--- src/rtl/score_render.sv ---
// Two-stage score glyph renderer: maps raster (x,y) to a "score lit" bit for the
// player and enemy digits, with per-frame score latching and change-blink.
module score_render #(
  parameter int X_POS_W      = 10,
  parameter int Y_POS_W      = 10,
  parameter int M_SCORE_W    = 4,
  parameter int SCALE        = 10,
  parameter int PS_X         = 520,
  parameter int PS_Y         = 50,
  parameter int ES_X         = 120,
  parameter int ES_Y         = 50,
  parameter int BLINK_FRAMES = 32
) (
  input  logic                 clk_i,
  input  logic                 rst_ni,
  input  logic [X_POS_W-1:0]   x_pos_i,
  input  logic [Y_POS_W-1:0]   y_pos_i,
  input  logic                 visible_i,
  input  logic                 frame_start_i,
  input  logic [M_SCORE_W-1:0] p_score_i,
  input  logic [M_SCORE_W-1:0] e_score_i,
  output logic                 pixel_o
);

  localparam int XW1 = X_POS_W + 1;
  localparam int YW1 = Y_POS_W + 1;

  localparam logic [X_POS_W:0] L_PS_X = XW1'(PS_X);
  localparam logic [X_POS_W:0] L_ES_X = XW1'(ES_X);
  localparam logic [Y_POS_W:0] L_PS_Y = YW1'(PS_Y);
  localparam logic [Y_POS_W:0] L_ES_Y = YW1'(ES_Y);
  localparam logic [X_POS_W:0] L_SX1  = XW1'(SCALE);
  localparam logic [X_POS_W:0] L_SX2  = XW1'(2 * SCALE);
  localparam logic [X_POS_W:0] L_W3   = XW1'(3 * SCALE);
  localparam logic [Y_POS_W:0] L_SY1  = YW1'(SCALE);
  localparam logic [Y_POS_W:0] L_SY2  = YW1'(2 * SCALE);
  localparam logic [Y_POS_W:0] L_SY3  = YW1'(3 * SCALE);
  localparam logic [Y_POS_W:0] L_SY4  = YW1'(4 * SCALE);
  localparam logic [Y_POS_W:0] L_H5   = YW1'(5 * SCALE);
  localparam logic [5:0]       L_BLINK = 6'(BLINK_FRAMES);

  function automatic logic [1:0] col_of(input logic [X_POS_W:0] d);
    logic [1:0] c;
    if (d < L_SX1)      c = 2'd0;
    else if (d < L_SX2) c = 2'd1;
    else                c = 2'd2;
    return c;
  endfunction

  function automatic logic [2:0] row_of(input logic [Y_POS_W:0] d);
    logic [2:0] r;
    if (d < L_SY1)      r = 3'd0;
    else if (d < L_SY2) r = 3'd1;
    else if (d < L_SY3) r = 3'd2;
    else if (d < L_SY4) r = 3'd3;
    else                r = 3'd4;
    return r;
  endfunction

  // Glyph bitmap: bit 14 is top-left, bit 0 bottom-right; values 10..15 are blank.
  function automatic logic glyph_bit(input logic [M_SCORE_W-1:0] val,
                                     input logic [2:0] row, input logic [1:0] col);
    logic [14:0] g;
    logic [3:0]  idx;
    case (val)
      M_SCORE_W'(0): g = 15'b111_101_101_101_111;
      M_SCORE_W'(1): g = 15'b010_010_010_010_010;
      M_SCORE_W'(2): g = 15'b111_001_111_100_111;
      M_SCORE_W'(3): g = 15'b111_001_111_001_111;
      M_SCORE_W'(4): g = 15'b101_101_111_001_001;
      M_SCORE_W'(5): g = 15'b111_100_111_001_111;
      M_SCORE_W'(6): g = 15'b111_100_111_101_111;
      M_SCORE_W'(7): g = 15'b111_001_001_001_001;
      M_SCORE_W'(8): g = 15'b111_101_111_101_111;
      M_SCORE_W'(9): g = 15'b111_101_111_001_111;
      default:       g = 15'd0;
    endcase
    idx = ({1'b0, row} * 4'd3) + {2'b00, col};
    return g[4'd14 - idx];
  endfunction

  logic [M_SCORE_W-1:0] r_p_lat, r_e_lat;
  logic [5:0]           r_p_blink, r_e_blink;

  logic [X_POS_W:0] w_p_dx, w_e_dx;
  logic [Y_POS_W:0] w_p_dy, w_e_dy;
  logic             w_p_hit, w_e_hit, w_p_hid, w_e_hid;

  logic                 r_p_hit, r_e_hit, r_p_hid, r_e_hid;
  logic [1:0]           r_p_col, r_e_col;
  logic [2:0]           r_p_row, r_e_row;
  logic [M_SCORE_W-1:0] r_p_val, r_e_val;
  logic                 r_pixel;

  // One bit wider than the position so a raster left of / above a box reads negative.
  always_comb begin
    w_p_dx  = {1'b0, x_pos_i} - L_PS_X;
    w_p_dy  = {1'b0, y_pos_i} - L_PS_Y;
    w_e_dx  = {1'b0, x_pos_i} - L_ES_X;
    w_e_dy  = {1'b0, y_pos_i} - L_ES_Y;
    w_p_hit = visible_i && !w_p_dx[X_POS_W] && (w_p_dx < L_W3) &&
              !w_p_dy[Y_POS_W] && (w_p_dy < L_H5);
    w_e_hit = visible_i && !w_e_dx[X_POS_W] && (w_e_dx < L_W3) &&
              !w_e_dy[Y_POS_W] && (w_e_dy < L_H5);
    w_p_hid = (r_p_blink != 6'd0) && r_p_blink[3];
    w_e_hid = (r_e_blink != 6'd0) && r_e_blink[3];
  end

  always_ff @(posedge clk_i or negedge rst_ni) begin
    if (!rst_ni) begin
      r_p_lat   <= '0;
      r_e_lat   <= '0;
      r_p_blink <= 6'd0;
      r_e_blink <= 6'd0;
    end else if (frame_start_i) begin
      r_p_lat <= p_score_i;
      r_e_lat <= e_score_i;
      if (p_score_i != r_p_lat)  r_p_blink <= L_BLINK;
      else if (r_p_blink != 6'd0) r_p_blink <= r_p_blink - 6'd1;
      else                        r_p_blink <= r_p_blink;
      if (e_score_i != r_e_lat)  r_e_blink <= L_BLINK;
      else if (r_e_blink != 6'd0) r_e_blink <= r_e_blink - 6'd1;
      else                        r_e_blink <= r_e_blink;
    end
  end

  always_ff @(posedge clk_i or negedge rst_ni) begin
    if (!rst_ni) begin
      r_p_hit <= 1'b0;
      r_e_hit <= 1'b0;
      r_p_hid <= 1'b0;
      r_e_hid <= 1'b0;
      r_p_col <= 2'd0;
      r_e_col <= 2'd0;
      r_p_row <= 3'd0;
      r_e_row <= 3'd0;
      r_p_val <= '0;
      r_e_val <= '0;
    end else begin
      r_p_hit <= w_p_hit;
      r_e_hit <= w_e_hit;
      r_p_hid <= w_p_hid;
      r_e_hid <= w_e_hid;
      r_p_col <= col_of(w_p_dx);
      r_e_col <= col_of(w_e_dx);
      r_p_row <= row_of(w_p_dy);
      r_e_row <= row_of(w_e_dy);
      r_p_val <= r_p_lat;
      r_e_val <= r_e_lat;
    end
  end

  always_ff @(posedge clk_i or negedge rst_ni) begin
    if (!rst_ni) begin
      r_pixel <= 1'b0;
    end else begin
      r_pixel <= (r_p_hit && !r_p_hid && glyph_bit(r_p_val, r_p_row, r_p_col)) ||
                 (r_e_hit && !r_e_hid && glyph_bit(r_e_val, r_e_row, r_e_col));
    end
  end

  assign pixel_o = r_pixel;

endmodule

--- config.mk ---
export PLATFORM = sky130hd
export DESIGN_NAME = score_render
export DESIGN_NICKNAME = d
export VERILOG_FILES = /design/src/rtl/score_render.sv
export SDC_FILE = /design/constraint.sdc
export NUM_CORES = 1
export LEC_CHECK = 0
export CORE_ASPECT_RATIO = 0.5
export CORE_MARGIN = 3
export CORE_UTILIZATION = 37
export DETAILED_ROUTE_END_ITERATION = 8
export DONT_BUFFER_PORTS = 1
export GPL_TIMING_DRIVEN = 0
export PLACE_DENSITY_LB_ADDON = 0.05
export SYNTH_ARGS = -nofsm -noshare
export SYNTH_HDL_FRONTEND = slang
export SYNTH_SLANG_ARGS = --single-unit
export TNS_END_PERCENT = 20
--- constraint.sdc ---
create_clock -name clk_i -period 2.3 [get_ports clk_i]
set_input_delay 0.345 -clock clk_i [delete_from_list [all_inputs] [get_ports clk_i]]
set_output_delay 0.345 -clock clk_i [all_outputs]
set_load 0.03 [all_outputs]
* Word level (Yosys, flattened, before mapping)
Memories as Yosys holds them, arrays and structs flattened.
Cells that the tools add are included.
** Storage, ports and cells
- Register bits :: 40
- Memory bits (read-only) :: 480
- Bits of input ports :: 32
- Output and inout bits :: 1
- Word-level logic and storage cells :: 83
- Memories :: 2
** Cells by class
- $add $sub $neg :: 9
- Multipliers :: 1
- $lt $le $gt $ge :: 13
- Equal/unequal tests :: 2
- Multiplexer cells :: 16
- Reductions and logical operators :: 26
** Memories
- (name not given) :: depth 16, width 15, read ports 1, clocked after Yosys merged registers in 0, wr ports 0, RTL line 65 : case (val)
- (name not given) :: depth 16, width 15, read ports 1, clocked after Yosys merged registers in 0, wr ports 0, RTL line 65
** Operator list (count)
- < comparator 11 x 5 -> 1 bit (second input constant) :: 6
- < comparator 11 x 4 -> 1 bit (second input constant) :: 3
- 2-to-1 mux 6 bit :: 4
- < comparator 11 x 6 -> 1 bit (second input constant) :: 2
- logical AND 1 bit :: 14
- 2-to-1 mux 3 bit :: 4
- nonzero test 6 bit :: 2
- subtractor 6 x 1 -> 6 bit (second input constant) :: 2
- subtractor 10 x 10 -> 11 bit (second input constant) :: 1
- subtractor 10 x 6 -> 11 bit (second input constant) :: 1
- subtractor 10 x 7 -> 11 bit (second input constant) :: 1
- < comparator 4 x 5 -> 1 bit (second input constant) :: 2
- adder 4 x 2 -> 4 bit :: 2
- binary-select mux 1 bit (select 4 bit) :: 2
- 2-to-1 mux 2 bit :: 4
- != test 4 bit :: 2
- subtractor 4 bit (first input constant) :: 2
- zero test 1 bit :: 5
- multiplier 3 x 2 -> 4 bit (second input constant) :: 1
- AND reduction 2 bit :: 2
- nonzero test 2 bit :: 2
- 2-to-1 mux 1 bit :: 2
- logical OR 1 bit :: 1

* Logic depth before layout (Yosys ltp)
Gate-level depths: netlist of the first run.
- Word-level depth :: 7
- Mapped depth :: 10
- Depth with buffers taken out :: 9

* Worst setup path before layout of the first run
Ideal clock, no wire load.
- Path kind :: reg-to-reg
- Start :: register r_e_row[0]
- End :: register r_pixel, in the netlist pixel_o
- Library setup time :: 0.071 ns
- Arrival :: 2.137 ns
- Required time :: 2.229 ns
- Path slack :: 0.092 ns
- Stages on the path, launching flop included :: 10
- Period minus slack after synthesis :: 2.208 ns
- Cells stage by stage :: dfrtp_1 > ha_1 > inv_1 > fa_1 > clkbuf_1 > xnor2_1 > a221oi_1 > a2111oi_0 > o311ai_0 > nand4_1
** Between the ends
- Word-level cells in the longest chain between the ends :: 7
- Elaborated cells on any way between the ends :: 12
- Classes of those cells :: add/sub (4); mul (1); mux (4); reduce/logical (3)
** Ends and longest elaborated chain
- from (decl) :: RTL line 91 : logic [2:0] r_p_row, r_e_row;
- from (signal assigned) :: RTL line 147 : r_e_row <= row_of(w_e_dy);
- multiplier 3 x 2 -> 4 bit (*) :: RTL line 78 : idx = ({1'b0, row} * 4'd3) + {2'b00, col};
- adder 4 x 2 -> 4 bit
- subtractor 4 bit
- binary-select mux 1 bit (select 4 bit)
- 2-to-1 mux 1 bit
- logical AND 1 bit, on equally long branches
- logical OR 1 bit (*) :: RTL line 157 : r_pixel <= (r_p_hit && !r_p_hid && glyph_bit(r_p_val, r_p_row, r_p_col)) ||
- to (signal assigned) :: RTL line 157
- to (decl) :: RTL line 93 : logic r_pixel;
Every way passes the cells marked *; elsewhere a longest branch is shown, timed or not. The select of a mux whose other input is x is not followed.
A chain may end at the register's enable or synchronous reset.

* Worst setup path in the final report of the first run
Same ends and word-level chain as after synthesis.

==> flow_summary.toml, run 1 <==
[logic_synthesis]
synth_flop_cell = "dfrtp_1"
synth_cell_type_count = 59
ys_seq_area_frac = 0.324
netlist_area_mm2 = 0.00309
synth_seq_cells = 40
async_reset_ff_frac = 1.00
syn-instance-count = 353
yosysWarnings = 0
synth_edf_count = 0
avgSynthCellArea_um2 = 8.74
synth_nets = 417

[sta]
final_max_slew_viol_count = 0
fin_ws_ns = 0.0460
tns_ns = 0
setup_viol = 0
clock_skew_ns = 0.00398
period_minus_slack_ns = 2.25
worst_pin_slew_ns = 0.569
slew_headroom = 0.621
period_share = 0.980
fmax_mhz = 444
finalHoldViolations = 0
rsz0062_at_grt = "yes"

[final_layout]
fillers = 759
drive_gt1_frac = 0.132
syn_to_final_growth_pct = 14.0
nets = 428
final_cell_mix = "nand2_1, dfrtp_1, inv_1, ha_1, o21ai_0"
n_antenna_cell = 0

[power]
p_comb_frac = 0.237
ir_drop_mv = 0.316
power_density_mw_per_mm2 = 600
p_sw_uw = 621
power.internal_mw = 1.49
p_leak_nw = 1.49
power.share.clock = 0.376
p_seq_frac = 0.387
switching_share = 0.294
finalPower_mw = 2.11

[status]
status = "complete, no violations"

[routing]
vias_per_cell = 5.37
vias = 2539
drtIter0Drc = 149
post_drt_wl_per_cell_um = 14.1
firstDrtPassIters = 4
wirelength_mm = 6.68
antenna_left = 0
drc = 0

[clock_network]
clock_latency_ns = 0.28
root_buffer = "clkbuf_16"
cts_max_level = 2
clock-sinks = 40
cts_tree = "yes"
clk_pin_slew_worst_paths_ns = 0.06
clock_path_buffers = 2
cts_buffers = 5

[worst_setup_path]
cp.arrival_ns = 2.38
start_kind = "register"
worstPathRequired_ns = 2.42
cp_max_fo = 5
crit_family = "adder cells"
worst-path-buf-inv = 1
path_class = "register to register"
crit_path_max_incr_delay_ns = 0.64
crit_chain = "ha_4 -> inv_2 -> fa_2 -> xor2_2 -> nor2_1 -> and3_1 -> o311ai_2 -> nand4_1"
end_kind = "register"
slowest_stage = "fa_2"
regToRegSetupSlack_ns = 0.05

[flow_run]
cap_viol_max_count = 0

[grt]
grt_use_total = 0.147
grt_max_degree = 41
grt_first_pass_wirelength_mm = 11.6
antenna_found_initial = 0
grt_pass1_vias = 2420
globalRouteOverflowTotal = 0

[placement]
port_buffers = 0
place.gp.congestion = 0.797
dp_slack_ns = -0.332
post-dp-hpwl_mm = 5.18

[floorplan]
core_area_mm2 = 0.00771
start_util = 0.400
rows = 22
fp.dieH_um = 70.6
dieWidth_um = 135
pin_count = 33
die_area_mm2 = 0.00954

[worst_hold_path]
hold_path_class = "input pin to register"
metrics by stage:
stage	util	hold slack (ns)	std cells	area, um^2
finish	0.456	0.177	473	3520
global route	0.456	0.180	473	3520
CTS	0.455	0.174	473	3510
detailed placement	0.418	0.0507	461	3220
global placement	0.418	0.0505	461	3220
floorplan	-	0.0494	353	3090
per-layer routing:
metal | vias to the layer above | routed length (um) | GRT usage
li1 | 1263 | - | -
met1 | 1225 | 3480 | 0.221
met2 | 43 | 2840 | 0.213
met3 | 8 | 315 | 0.0405
met4 | 0 | 42 | 0.0291
met5 | - | 0 | 0
power by group through the flow:
stage	Combinational [mW]	Clock, mW	Sequential, mW
after floorplan	0.366	0	0.809
after global placement	0.438	0	0.828
after detailed placement	0.449	0	0.829
after CTS	0.493	0.811	0.817
after global routing	0.568	0.852	0.829
final	0.500	0.793	0.818
worst paths after layout:
check	from	endpoint	cells after the start
max in group asynchronous	rst_ni	r_e_blink[4]	2
setup / recovery	r_e_row[0]	pixel_o	8
hold reg to reg	r_p_lat[1]	r_p_val[1]	0
min in group asynchronous	rst_ni	r_p_blink[1]	2
setup reg to reg	r_e_row[0]	pixel_o	8
hold / removal	y_pos_i[8]	r_e_row[2]	2
synth_stat cells (all sizes together), types with 6 or more instances:
cell	n	area, um^2
nand2b	6	37.5
nor2	22	82.6
inv	32	120
nand2	41	156
dfrtp	40	1000
xnor2	14	130
o21ai	33	165
mux2	8	90.1
clkbuf	8	30.0
a21oi	16	80.1
nand3	7	35.0
nor3	9	50.1
ha	29	363
final cells by class:
class	count	area, um^2	area share
Multi-Input combinational cell	270	1990	0.567
Sequential cell	40	1000	0.284
Tap cell	108	135	0.0384
Clock buffer	5	125	0.0356
Inverter	32	120	0.0341
Timing Repair Buffer	6	60.1	0.0171
Clock inverter	3	46.3	0.0132
Buffer	9	36.3	0.0103
flip-flops by register name (all words and copies together), names as in the netlist:
name / count
r_e_hid: 1
r_p_col: 2
r_p_val: 4
r_e_val: 4
r_p_blink: 6
r_e_col: 2
r_e_blink: 6
pixel_o: 1
r_p_lat: 4
r_p_hit: 1
r_p_hid: 1
r_e_lat: 4
r_e_hit: 1
r_e_row: 3
kinds of logic (layout without fill, tap and decap cells):
logic type / Yosys count / count (layout) / synth area share
AND/OR/NAND/NOR: 114 / 114 / 0.186
AO/OA/AOI/OAI: 96 / 96 / 0.210
buffers and inverters: 43 / 55 / 0.0531
flip-flops: 40 / 40 / 0.324
adder cells (fa/ha/maj): 32 / 32 / 0.137
XOR/XNOR: 18 / 18 / 0.0535
multiplexers: 10 / 10 / 0.0357
repair_timing:
| action | in CTS | in global routing |
|---|---|---|
| hold buffers | 2 | 0 |
| hold endpoints to repair | 40 | 0 |
| gates cloned | 0 | 0 |
| pin swaps | 11 | 3 |
| resized for setup | 16 | 2 |
| setup endpoints to repair | 1 | 1 |
| buffers inserted | 4 | 0 |
(Power assumes the default switching activity.)
==> inputs of run 2 (changes only) <==
--- a/config.mk
+++ b/config.mk
@@ -12,7 +12,8 @@
 export DONT_BUFFER_PORTS = 1
 export GPL_TIMING_DRIVEN = 0
 export PLACE_DENSITY_LB_ADDON = 0.05
+export SKIP_LAST_GASP = 1
 export SYNTH_ARGS = -nofsm -noshare
 export SYNTH_HDL_FRONTEND = slang
 export SYNTH_SLANG_ARGS = --single-unit
-export TNS_END_PERCENT = 20
+export TNS_END_PERCENT = 30
==> results of run 2 <==
The final DEF is identical to that of run 1; final timing and power are the same.
==> inputs of run 3 (changes only) <==
==> constraint.sdc (replaced) <==
create_clock -name clk_i -period 2.66 [get_ports clk_i]
set_input_delay 0.399 -clock clk_i [delete_from_list [all_inputs] [get_ports clk_i]]
set_output_delay 0.399 -clock clk_i [all_outputs]
set_load 0.03 [all_outputs]
==> run 3 against run 2 <==
Effect of this change:
- combinational power fell by 17%
- non-clock buffer count fell by 4
- setup slack improved by 0.10 ns
- first-iteration DRC count shrank 18%
- final area fell by 2.6%
- largest power group unchanged
==> flow_summary.toml, run 3 (synthesis gave the netlist of run 1 again) <==
[floorplan]
pin_count = 33
core_area_mm2 = 0.00771
rows = 22
die_area_mm2 = 0.00954
start_util = 0.400
fp.dieH_um = 70.6
dieWidth_um = 135

[clock_network]
cts_tree = "yes"
clock-sinks = 40
cts_setup_buffers = 0
root_buffer = "clkbuf_16"
cts_buffers = 5
clk_pin_slew_worst_paths_ns = 0.06
clock_path_buffers = 2
cts_max_level = 2
clock_latency_ns = 0.28

[grt]
grt_pass1_vias = 2394
grt_first_pass_wirelength_mm = 11.5
grt_use_total = 0.145
globalRouteOverflowTotal = 0
grt_max_degree = 41
antenna_found_initial = 0

[final_layout]
final_cell_mix = "nand2_1, dfrtp_1, inv_1, ha_1, o21ai_0"
n_antenna_cell = 0
nets = 424
reg_top3 = "r_e_blink x6, r_p_blink x6"
drive_gt1_frac = 0.0914
stdcell_count = 469
syn_to_final_growth_pct = 11.1
post-route-util = 0.445

[worst_setup_path]
regToRegSetupSlack_ns = 0.15
r2r_start = "r_e_row[0]"
start_kind = "register"
end_kind = "register"
rr_worst_depth = 7
path_class = "register to register"
r2r_end = "pixel_o"
worstPathRequired_ns = 2.86
cp.arrival_ns = 2.71
cp_max_fo = 4

[worst_hold_path]
hp-start = "y_pos_i[8]"
hold_path_class = "input pin to register"
hold_depth = 2
hold_end = "r_e_row[2]"

[status]
status = "complete, no violations"

[routing]
drc = 0
wirelength_mm = 6.63
antenna_left = 0
vias_per_cell = 5.38
drtIter0Drc = 122
vias = 2524
post_drt_wl_per_cell_um = 14.1
firstDrtPassIters = 4

[placement]
dp.cells = 461
post-dp-hpwl_mm = 5.18
port_buffers = 0
dp_slack_ns = 0.0284
place.gp.congestion = 0.797

[sta]
slew_headroom = 0.613
finalHoldViolations = 0
clock_skew_ns = 0.00432
fin_ws_ns = 0.151
fmax_mhz = 399
setup_viol = 0
rsz0062_at_grt = "no"
period_share = 0.943
worst_pin_slew_ns = 0.581
final_max_slew_viol_count = 0
period_minus_slack_ns = 2.51

[power]
power_density_mw_per_mm2 = 526
p_leak_nw = 1.47
ir_drop_mv = 0.273

[flow_run]
cap_viol_max_count = 0
==> run 3: changes by cell type in the layout (fill, tap and decap cells not counted), sizes merged <==
cell / delta
buf: -4
==> run 3: where the power goes <==
group / leakage [nW] / total [mW] / switching (mW) / internal [mW]
logic: 0.892 / 0.414 / 0.238 / 0.175
registers: 0.498 / 0.706 / 0.0513 / 0.655
clock network: 0.0804 / 0.684 / 0.239 / 0.445
total: 1.47 / 1.80 / 0.529 / 1.28
==> run 3: routing by layer <==
metal	GRT usage	wire, um
met2	0.208	2800
met1	0.219	3440
met3	0.0398	347
met5	0	0
met4	0.0291	32
==> run 3: how the worst max path moves through the flow <==
stage,slack [ns],from,cells after the start,end
after CTS,0.03,r_e_row[0],9,pixel_o
after global placement,-0.02,r_e_row[0],9,pixel_o
after global routing,0.02,r_e_row[0],7,pixel_o
after detailed placement,0.03,r_e_row[0],7,pixel_o
final,0.15,r_e_row[0],7,pixel_o
after floorplan,0.45,r_e_row[0],9,pixel_o
==> run 3: through the flow <==
stage | hold WS (ns) | power [mW] | area (um^2) | setup TNS (ns)
2_1_floorplan | 0.103 | 1.02 | 3090 | 0
3_3_place_gp | 0.105 | 1.09 | 3220 | -0.0190
3_5_place_dp | 0.105 | 1.10 | 3220 | 0
4_1_cts | 0.228 | 1.81 | 3420 | 0
5_1_grt | 0.234 | 1.92 | 3430 | 0
6_report | 0.232 | 1.80 | 3430 | 0
==> run 3: timing repair <==
action                                 CTS  global route
gates resized for setup                  0             3
endpoints found under the hold margin   40             0
hold buffers                             2             0
setup endpoints to repair                0             1
==> run 3: layout make-up <==
class,instances,area [um^2]
clock inverter,3,46.3
tap,108,135
sequential,40,1000
multi-input combinational,270,1930
buffer,9,36.3
inverter,32,120
clock buffer,5,125
timing repair buffer,2,30.0
fill,772,4280
==> run 3: critical path: stages (launching register included) <==
cell	delay, ns
dfrtp_1	0.40
ha_1	0.39
fa_1	0.50
xnor2_2	0.23
a221oi_1	0.09
a2111oi_1	0.43
o311ai_0	0.21
nand4_1	0.18
